File: config.mk
export PLATFORM = sky130hd
export DESIGN_NAME = alu_op_sequencer
export DESIGN_NICKNAME = d
export VERILOG_FILES = /design/src/rtl/alu_op_sequencer.sv
export SDC_FILE = /design/constraint.sdc
export NUM_CORES = 1
export LEC_CHECK = 0
export BUFFER_PORTS_ARGS = -buffer_cell sky130_fd_sc_hd__buf_2
export CAP_MARGIN = 20
export CORE_UTILIZATION = 55
export CTS_BUF_LIST = sky130_fd_sc_hd__clkbuf_4 sky130_fd_sc_hd__clkbuf_8
export CTS_CLUSTER_DIAMETER = 30
export DETAILED_ROUTE_END_ITERATION = 16
export HOLD_SLACK_MARGIN = 0.05
export PLACE_DENSITY = 0.77
export SETUP_SLACK_MARGIN = 0.05
export SKIP_LAST_GASP = 1
export SLEW_MARGIN = 10
export SYNTH_ARGS = -nofsm -noshare
export SYNTH_HDL_FRONTEND = slang
export SYNTH_SLANG_ARGS = --single-unit
export TNS_END_PERCENT = 30
File: constraint.sdc
create_clock -name clk -period 2.73 [get_ports clk]
set_input_delay 0.6825 -clock clk [delete_from_list [all_inputs] [get_ports clk]]
set_output_delay 0.6825 -clock clk [all_outputs]
set_load 0.05 [all_outputs]
File: src/rtl/alu_op_sequencer.sv
// Command front end for the 16-bit ALU: buffers {opcode,a,b} commands in a small FIFO,
// issues them one at a time with stable operands, and returns each y tagged with its opcode.
module alu_op_sequencer #(
  parameter int DATA_W  = 16,
  parameter int OP_W    = 2,
  parameter int DEPTH   = 4,
  parameter int ALU_LAT = 1
) (
  input  logic                       clk,
  input  logic                       reset,
  input  logic                       cmd_valid,
  output logic                       cmd_ready,
  input  logic [OP_W-1:0]            cmd_opcode,
  input  logic [DATA_W-1:0]          cmd_a,
  input  logic [DATA_W-1:0]          cmd_b,
  output logic [OP_W-1:0]            alu_opcode,
  output logic [DATA_W-1:0]          alu_a,
  output logic [DATA_W-1:0]          alu_b,
  input  logic [DATA_W-1:0]          alu_y,
  output logic                       res_valid,
  input  logic                       res_ready,
  output logic [DATA_W-1:0]          res_data,
  output logic [OP_W-1:0]            res_opcode,
  output logic                       busy,
  output logic [$clog2(DEPTH):0]     fifo_count
);

  localparam int PTR_W  = $clog2(DEPTH);
  localparam int CNT_W  = PTR_W + 1;
  localparam int WCNT_W = (ALU_LAT > 0) ? $clog2(ALU_LAT + 1) : 1;

  localparam logic [1:0] IDLE = 2'd0;
  localparam logic [1:0] WAIT = 2'd1;
  localparam logic [1:0] HOLD = 2'd2;

  logic [OP_W-1:0]   fifo_op [DEPTH];
  logic [DATA_W-1:0] fifo_a  [DEPTH];
  logic [DATA_W-1:0] fifo_b  [DEPTH];
  logic [PTR_W-1:0]  wr_ptr;
  logic [PTR_W-1:0]  rd_ptr;
  logic [CNT_W-1:0]  count;
  logic              full;
  logic              empty;
  logic              push;
  logic              pop;

  logic [1:0]        state;
  logic [WCNT_W-1:0] wcnt;

  assign full       = (count == CNT_W'(DEPTH));
  assign empty      = (count == '0);
  assign cmd_ready  = !full;
  assign push       = cmd_valid && cmd_ready;
  // The FSM takes the head either from IDLE or straight out of HOLD on the result handshake.
  assign pop        = !empty && ((state == IDLE) || ((state == HOLD) && res_ready));
  assign fifo_count = count;
  assign busy       = (state != IDLE) || !empty;

  // Command storage: payload only, pointers and count carry the state.
  always_ff @(posedge clk) begin
    if (push) begin
      fifo_op[wr_ptr] <= cmd_opcode;
      fifo_a[wr_ptr]  <= cmd_a;
      fifo_b[wr_ptr]  <= cmd_b;
    end
  end

  always_ff @(posedge clk) begin
    if (reset) begin
      wr_ptr <= '0;
      rd_ptr <= '0;
      count  <= '0;
    end else begin
      if (push) wr_ptr <= wr_ptr + PTR_W'(1);
      if (pop)  rd_ptr <= rd_ptr + PTR_W'(1);
      case ({push, pop})
        2'b10:   count <= count + CNT_W'(1);
        2'b01:   count <= count - CNT_W'(1);
        default: ;
      endcase
    end
  end

  // Issue / wait / hold sequencer; alu_* only change when a new command is popped.
  always_ff @(posedge clk) begin
    if (reset) begin
      state      <= IDLE;
      wcnt       <= '0;
      alu_opcode <= '0;
      alu_a      <= '0;
      alu_b      <= '0;
      res_valid  <= 1'b0;
      res_data   <= '0;
      res_opcode <= '0;
    end else begin
      case (state)
        IDLE: begin
          if (pop) begin
            alu_opcode <= fifo_op[rd_ptr];
            alu_a      <= fifo_a[rd_ptr];
            alu_b      <= fifo_b[rd_ptr];
            wcnt       <= WCNT_W'(ALU_LAT);
            state      <= WAIT;
          end
        end
        WAIT: begin
          if (wcnt == '0) begin
            res_data   <= alu_y;
            res_opcode <= alu_opcode;
            res_valid  <= 1'b1;
            state      <= HOLD;
          end else begin
            wcnt <= wcnt - 1'b1;
          end
        end
        HOLD: begin
          if (res_ready) begin
            res_valid <= 1'b0;
            if (pop) begin
              alu_opcode <= fifo_op[rd_ptr];
              alu_a      <= fifo_a[rd_ptr];
              alu_b      <= fifo_b[rd_ptr];
              wcnt       <= WCNT_W'(ALU_LAT);
              state      <= WAIT;
            end else begin
              state <= IDLE;
            end
          end
        end
        default: state <= IDLE;
      endcase
    end
  end

endmodule
==> qor.csv, run 1 <==
metric,value,unit
H-tree levels,2,
syn nets,536,
Peak VDD IR,0.672,mV
Yosys warnings,0,
register area share after synthesis,70.0,%
Die ar.,14500,um^2
number of library cell types mapped by synthesis,37,
largest net degree at the start of global routing,42,
Main synth FF type,edfxtp_1,
Sink Count,201,
CORE AREA,13500,um^2
Synth Instances,476,
CP required,2.05,ns
"antenna viol nets, final",0,
post-route cell area,9240,um^2
Critical Path End Type,output port,
vias,4652,
Critical Path Fanout Max,6,
Avg Inst Size Synth,16.2,um^2
Max Freq,382,MHz
Layout fillers,908,
TNS Setup,0,ns
Post-Syn Area,7690,um^2
Static Leak,0.00342,uW
most frequent cells in the layout,"edfxtp_1, buf_2, dfxtp_1",
# IOs,112,
Congestion Overflow GR,0,
Clock Pin Slew Worst Setup and Hold Paths,0.06,ns
Worst Path Arrival,1.93,ns
RSZ-0062 raised after global routing,no,
Iteration-0 DRC Markers,480,
number of synthesized flops with an enable pin,136,
"commonest non-fill, non-tap cell in the layout",edfxtp_1,
Worst Hold Class,in2reg,
initial antenna violation count,2,
drt wl/cell,19.5,um
Synth top area share,53.1,%
Worst slew margin,38.4,%
skew final,0.0164,ns
final WL,15.7,mm
"flops & latches, synth",201,
largest cells by area after synthesis,"edfxtp_1, dfxtp_1, mux4_2, o31ai_1, nand4_1",
Vias/cell,5.78,
share of layout cells above drive strength 1,38.9,%
CTS tree,done,
first-pass GRT wire length,24.6,mm
Row Count,42,
DP HPWL,9.27,mm
crit start category,register,
Placement Cell Area,8430,um^2
post-layout util,68.6,%
Yosys top cell by area,edfxtp_1,
critical path class,reg2out,
Residual DRC,0,
DRT Pass-1 Iters,4,
MaxCap Viol Count,0,
GRT Total Usage,22.5,%
starting density of the core,57.2,%
fraction of registers with async set/reset,0,%
vias in the first global route,4780,
# setup viols final,0,
PortBufs,111,
number of buffers created by CTS,36,
status,"complete, no violations",
Clock Latency Late Sink,0.53,ns
final worst path period share,95.8,%
fin. max-slew vios,0,
clock root buffer,clkbuf_8,
CTS Buffer Depth,3,
Die X-Extent,120,um
"Net count, final",660,
actual slew at the worst max-slew pin,0.923,ns
fin crit period,2.61,ns
P&R area growth vs syn,20.0,%
die height,120,um
Final Hold Viols,0,
pwr dens,1170,nW/um^2
GP Congestion,0.812,
## per-stage QoR
| step | total power (uW) | worst slack (ns) | hold WS, ns | instances |
|---|---|---|---|---|
| 5_1_grt | 11300 | 0.0637 | 0.351 | 805 |
| 3_3_place_gp | 7760 | 0.241 | 0.452 | 737 |
| 4_1_cts | 10800 | 0.0621 | 0.338 | 803 |
| 3_5_place_dp | 7880 | 0.158 | 0.466 | 737 |
| 6_report | 10800 | 0.115 | 0.363 | 805 |
| 2_1_floorplan | 7000 | 0.144 | 0.463 | 476 |
## flip-flops by register name (all words and copies together) (netlist names), 3 cells and up, named ones only
register and count:
alu_b 16, fifo_b 64, fifo_a 64, fifo_op 8
res_data 16, alu_a 16, fifo_count 3
## cells in the mapped netlist (2+ instances only)
| cell | n |
|---|---|
| clkbuf_1 | 11 |
| buf_4 | 2 |
| a21oi_1 | 42 |
| mux4_2 | 34 |
| nand2_1 | 2 |
| dfxtp_1 | 65 |
| a21o_1 | 2 |
| inv_1 | 7 |
| mux2i_1 | 18 |
| buf_8 | 4 |
| and3_2 | 4 |
| o31ai_1 | 35 |
| buf_2 | 17 |
| buf_6 | 2 |
| xor2_1 | 2 |
| or3_1 | 2 |
| buf_1 | 5 |
| nand4_1 | 35 |
| nor2b_1 | 4 |
| nor2_1 | 24 |
| nand3_1 | 3 |
| o21ai_0 | 2 |
| ha_1 | 5 |
| edfxtp_1 | 136 |
## final cells by class
cell class	count	area (um^2)	area share, %
repair buffers	128	764	8.28
flip-flops and latches	201	5390	58.4
clock inverters	13	98.8	1.07
clock buffers	53	673	7.29
well taps	176	220	2.38
multi-input cells	225	2050	22.2
inverters	8	30.0	0.325
diodes	1	2.50	0.0271
## worst max-delay path, cell delays in order (launching register included)
cell	delay, ns
dfxtp_4	0.36
or3_4	0.42
buf_12	0.13
or3_1	0.33
buf_6	0.17
## cell families after synthesis
logic type	share of synthesized area [%]
compound gates	6.78
buf+inv	3.61
mux	12.4
flops	70.0
xor+xnor	0.228
simple gates	5.89
fa+ha+maj	1.07
## timing repair
item | CTS | global route
setup endpoints to repair | 1 | 1
buffers inserted | 0 | 1
hold buffers | 0 | 0
pin swaps | 0 | 1
gates resized for setup | 5 | 3
## power breakdown
part           switching (uW)  internal, uW
clock                    1200          1690
combinational            2480          1290
sequential                361          3780
total                    4040          6750
## final timing paths
path | startpoint | endpoint | slack (ns) | depth (start not counted)
setup / recovery | fifo_count[0] | busy | 0.12 | 4
hold / removal | cmd_a[11] | fifo_a[1][11] | 0.36 | 1
setup reg to reg | fifo_count[2] | fifo_count[2] | 0.26 | 8
hold reg to reg | alu_a[15] | alu_a[15] | 0.47 | 2
## routing by layer
layer	up-vias	wire length, um	global-route usage (%)
met5	-	11	0
met2	190	7740	36.8
li1	2133	-	-
met1	2282	6220	28.5
met4	2	453	9.10
met3	45	1250	6.37
No activity file was read; power rests on OpenSTA's default activity.
==> inputs of run 2 (changes only) <==
Settings changed: CORE_ASPECT_RATIO from default to 1.1.
==> run 2 against run 1 <==
Effect of this change:
- global-route usage grew 1.3 points
- flip-flop and latch count unchanged
- register-to-register slack about the same
- clock skew rose by 0.022 ns
- combinational power fell by 2%
- wire length rose by 6.3%
==> qor.csv, run 2 (synthesis gave the netlist of run 1 again) <==
metric,value,unit,change
status,"complete, no violations",,
crit-path max cell delay,0.42,ns,about the same
fin. max-slew vios,0,,unchanged
Vias/cell,5.89,,+1.9%
die height,126,um,+4.8%
Critical Path Fanout Max,6,,unchanged
first-pass GRT wire length,26.0,mm,+5.7%
CORE AREA,13400,um^2,-0.15%
biggest regs,"fifo_a x64, fifo_b x64",,
vias,4799,,+3.2%
final setup margin,0.250,ns,+0.134 ns
share of layout cells above drive strength 1,37.9,%,-0.92 points
CTS Buffer Depth,3,,unchanged
Sink Count,201,,unchanged
TNS Setup,0,ns,unchanged
CP dominant cell by count,or3_1,,
vias in the first global route,5114,,+7.0%
drt wl/cell,20.4,um,+5.0%
final worst path period share,90.9,%,-4.9 points
Peak VDD IR,0.741,mV,+10%
RSZ-0062 raised after global routing,no,,
GRT Total Usage,23.8,%,+1.3 points
DP HPWL,9.69,mm,+4.5%
pwr dens,1180,nW/um^2,+0.85%
hold buffer count at cts,0,,unchanged
Worst Hold Class,in2reg,,
Worst slew margin,55.9,%,+17 points
Final Hold Viols,0,,unchanged
actual slew at the worst max-slew pin,0.661,ns,-0.262 ns
CP cell instances,or3_1 -> or3_1 -> buf_2,,
"Net count, final",662,,+0.30%
Placement Cell Area,8420,um^2,-0.10%
Die X-Extent,115,um,-4.6%
starting density of the core,57.3,%,+0.085 points
WP buf/inv,1,,-1
Row Count,44,,+4.8%
"commonest non-fill, non-tap cell in the layout",edfxtp_1,,
Top Family by Delay on Critical Path,simple AND/OR/NAND/NOR gates,,
# IOs,112,,unchanged
CTS tree,done,,
Iteration-0 DRC Markers,312,,-35%
Layout fillers,937,,+3.2%
critical path class,reg2out,,
fin crit period,2.48,ns,-0.134 ns
PortBufs,111,,unchanged
Critical Path End Type,output port,,
Static Leak,0.00342,uW,+0.26%
Resized cells post-CTS,0,,-5
final WL,16.7,mm,+6.3%
Clock Pin Slew Worst Setup and Hold Paths,0.06,ns,about the same
clock root buffer,clkbuf_8,,
P&R area growth vs syn,19.9,%,
H-tree levels,2,,unchanged
Congestion Overflow GR,0,,unchanged
Max Freq,403,MHz,+5.4%
initial antenna violation count,1,,-1
Final Hold Slack,0.391,ns,+0.0280 ns
Power Total,10900,uW,+0.71%
CP required,2.05,ns,about the same
skew final,0.0382,ns,+0.0217 ns
number of buffers created by CTS,36,,unchanged
largest net degree at the start of global routing,42,,unchanged
GP Congestion,0.753,,-7.2%
post-route cell area,9220,um^2,-0.14%
DRT Pass-1 Iters,4,,unchanged
MaxCap Viol Count,0,,unchanged
crit start category,register,,
Clock Latency Late Sink,0.51,ns,-0.02 ns
Crit-path slowest cell,or3_1,,
pre-CTS setup slack,0.136,ns,-0.0224 ns
Worst Path Arrival,1.80,ns,-0.13 ns
"antenna viol nets, final",0,,unchanged
# setup viols final,0,,unchanged
Setup Buffers After CTS,0,,unchanged
Die ar.,14500,um^2,about the same
most frequent cells in the layout,"edfxtp_1, buf_2, dfxtp_1",,
Worst R2R Setup Slack,0.27,ns,about the same
Residual DRC,0,,unchanged
## run 2: final timing paths
path,startpoint,endpoint,cells after the start
min reg2reg,alu_b[12],alu_b[12],2
max reg2reg,fifo_count[0],fifo_count[2],8
max,fifo_count[2],busy,3
min,cmd_a[3],fifo_a[1][3],1
## run 2: area by class of cell
class	instances	area [um^2]	area share (%)
antenna	1	2.50	0.0271
clock buffer	48	611	6.62
clock inverter	18	193	2.09
inverter	8	30.0	0.326
multi-input combinational	225	2040	22.2
sequential	201	5390	58.4
tap	184	230	2.50
timing repair buffer	130	723	7.84
## run 2: power by group
group          switching (uW)  leakage [uW]  internal, uW
sequential                350       0.00178          3780
combinational            2520       0.00123          1180
clock                    1190      0.000417          1850
## run 2: metal layers
layer  vias to the layer above  wire, um  global-route usage (%)
met5                         -         0                       0
met4                         0       350                    9.85
li1                       2146         -                       -
met1                      2397      6230                    28.7
met3                        34      1430                    5.20
met2                       222      8650                    41.4
## run 2: through the flow
step / std cells / util, %
global route: 815 / 68.7
CTS: 814 / 68.6
detailed placement: 748 / 62.7
global placement: 748 / 62.7
finish: 815 / 68.7
floorplan: 476 / -
==> inputs of run 3 (changes only) <==
Settings changed: CORE_MARGIN from default to 2.
==> run 3 against run 2 <==
Effect of this change:
- cell count fell by 0.12%
- clock power is 6.9% lower
- via count is 1.9% lower
- sequential share of layout area rose by 0.45 points
==> qor.csv, run 3 (synthesis gave the netlist of run 1 again) <==
metric,value,unit,change
status,"complete, no violations",,
initial antenna violation count,3,,+2
actual slew at the worst max-slew pin,0.652,ns,-0.00860 ns
CP cell instances,or3_1 -> or3_1 -> buf_2,,
vias in the first global route,4928,,-3.6%
skew final,0.0180,ns,-0.0202 ns
Sequential Power Share,38.1,%,about the same
Setup crit end,busy,,
CP required,2.05,ns,about the same
crit start category,register,,
Placement Cell Area,8410,um^2,-0.12%
fin. max-slew vios,0,,unchanged
H-tree levels,2,,unchanged
Cell Int Power,6620,uW,-2.7%
Critical Path End Type,output port,,
Sink Count,201,,unchanged
Congestion Overflow GR,0,,unchanged
pre-CTS setup slack,0.178,ns,+0.0424 ns
Peak VDD IR,0.642,mV,-13%
Max Freq,392,MHz,-2.8%
Crit-path slowest cell,or3_1,,
Layout fillers,1019,,+8.8%
Critical Path Fanout Max,6,,unchanged
Net Sw Frac,37.7,%,+0.30 points
TNS Setup,0,ns,unchanged
"antenna viol nets, final",0,,unchanged
number of buffers created by CTS,35,,-2.8%
fin crit period,2.55,ns,+0.0709 ns
Comb pwr share,35.2,%,+1.1 points
Final Hold Slack,0.400,ns,+0.00861 ns
clock root buffer,clkbuf_8,,
Reg-to-Reg End,fifo_count[2],,
GP Congestion,0.790,,+4.8%
Clock Pin Slew Worst Setup and Hold Paths,0.06,ns,about the same
starting density of the core,56.0,%,-1.3 points
DRT Pass-1 Iters,4,,unchanged
Sw Pwr,4000,uW,-1.5%
Row Count,45,,+2.3%
Crit. Startpoint,fifo_count[0],,
CORE AREA,13700,um^2,+2.3%
Final Hold Viols,0,,unchanged
first-pass GRT wire length,24.9,mm,-4.1%
final WL,15.9,mm,-4.5%
MaxCap Viol Count,0,,unchanged
RR Startpoint,fifo_count[0],,
PortBufs,111,,unchanged
# setup viols final,0,,unchanged
Static Leak,0.00340,uW,-0.85%
CP dominant cell by count,or3_1,,
final worst path period share,93.4,%,+2.6 points
critical path class,reg2out,,
RSZ-0062 raised after global routing,no,,
worst r2r path cells,8,,unchanged
most frequent cells in the layout,"edfxtp_1, buf_2, dfxtp_1",,
DP HPWL,9.36,mm,-3.4%
Vias/cell,5.79,,-1.8%
# IOs,112,,unchanged
P&R area growth vs syn,18.9,%,
Worst slew margin,56.4,%,+0.43 points
post-route cell area,9150,um^2,-0.76%
CTS Buffer Depth,3,,unchanged
share of layout cells above drive strength 1,38.1,%,+0.14 points
Worst Hold Class,in2reg,,
die height,128,um,+1.6%
CTS tree,done,,
"Net count, final",659,,-0.45%
Die ar.,15000,um^2,+3.4%
largest net degree at the start of global routing,42,,unchanged
biggest regs,"fifo_a x64, fifo_b x64",,
Iteration-0 DRC Markers,246,,-21%
drt wl/cell,19.6,um,-4.3%
Residual DRC,0,,unchanged
GRT Total Usage,22.0,%,-1.9 points
hold buffer count at cts,0,,unchanged
crit-path max cell delay,0.42,ns,about the same
Clock Latency Late Sink,0.50,ns,about the same
Die X-Extent,117,um,+1.7%
Worst Path Arrival,1.87,ns,+0.07 ns
vias,4709,,-1.9%
final setup margin,0.179,ns,-0.0709 ns
"commonest non-fill, non-tap cell in the layout",edfxtp_1,,
clock network power share,26.6,%,-1.4 points
Resized cells post-CTS,0,,unchanged
Setup Buffers After CTS,0,,unchanged
pwr dens,1160,nW/um^2,-1.5%
Worst R2R Setup Slack,0.25,ns,-0.02 ns
==> run 3: changes by cell type in the layout (fill, tap and decap cells not counted), moves of 2 or more <==
cell,previous run,this run
clkinv_1,5,1
clkbuf_4,8,11
bufinv_16,4,2
inv_6,0,2
buf_4,17,15
==> run 3: how the worst min path moves through the flow <==
stage | endpoint | slack [ns] | from | cells after the start
finish | fifo_b[3][13] | 0.40 | cmd_b[13] | 1
global placement | alu_b[2] | 0.45 | alu_b[2] | 2
CTS | fifo_b[0][11] | 0.38 | cmd_b[11] | 1
global route | fifo_b[3][13] | 0.39 | cmd_b[13] | 1
detailed placement | alu_a[8] | 0.46 | alu_a[8] | 2
floorplan | state[0] | 0.46 | wcnt | 2
==> run 3: layout make-up <==
type	instances	area [um^2]	share of cell area, %
multi-input combinational	225	2040	22.3
clock inverter	13	124	1.35
timing repair buffer	128	708	7.74
antenna	1	2.50	0.0273
sequential	201	5390	58.9
clock buffer	50	619	6.77
tap	188	235	2.57
inverter	8	30.0	0.328
==> run 3: power groups by stage <==
stage	sequential (uW)	clock, uW	combinational (uW)
final	4050	2830	3740
after global routing	4100	3000	4010
after floorplan	5030	0	1970
after detailed placement	4110	0	3750
after global placement	4080	0	3660
after CTS	4050	2880	3760
==> run 3: worst max-delay path: cells and delay by family (launching register included) <==
kind                   cells  cell delay, ns
and+or+nand+nor            2            0.76
DFF                        1            0.38
buffers and inverters      1            0.23
==> run 3: through the flow <==
step / power [uW] / utilization [%] / cells
after floorplan: 7000 / - / 476
after global placement: 7740 / 61.2 / 750
after detailed placement: 7860 / 61.2 / 750
after CTS: 10700 / 66.6 / 813
after global routing: 11100 / 66.6 / 814
final: 10600 / 66.6 / 814
==> run 3: metal layers <==
| metal | vias up | track usage (%) | part of all wire (%) |
|---|---|---|---|
| met1 | 2340 | 27.5 | 40 |
| met4 | 4 | 8.17 | 2.5 |
| li1 | 2132 | - | - |
| met2 | 198 | 36.9 | 50 |
| met3 | 35 | 5.58 | 7.6 |
| met5 | - | 0 | 0.19 |
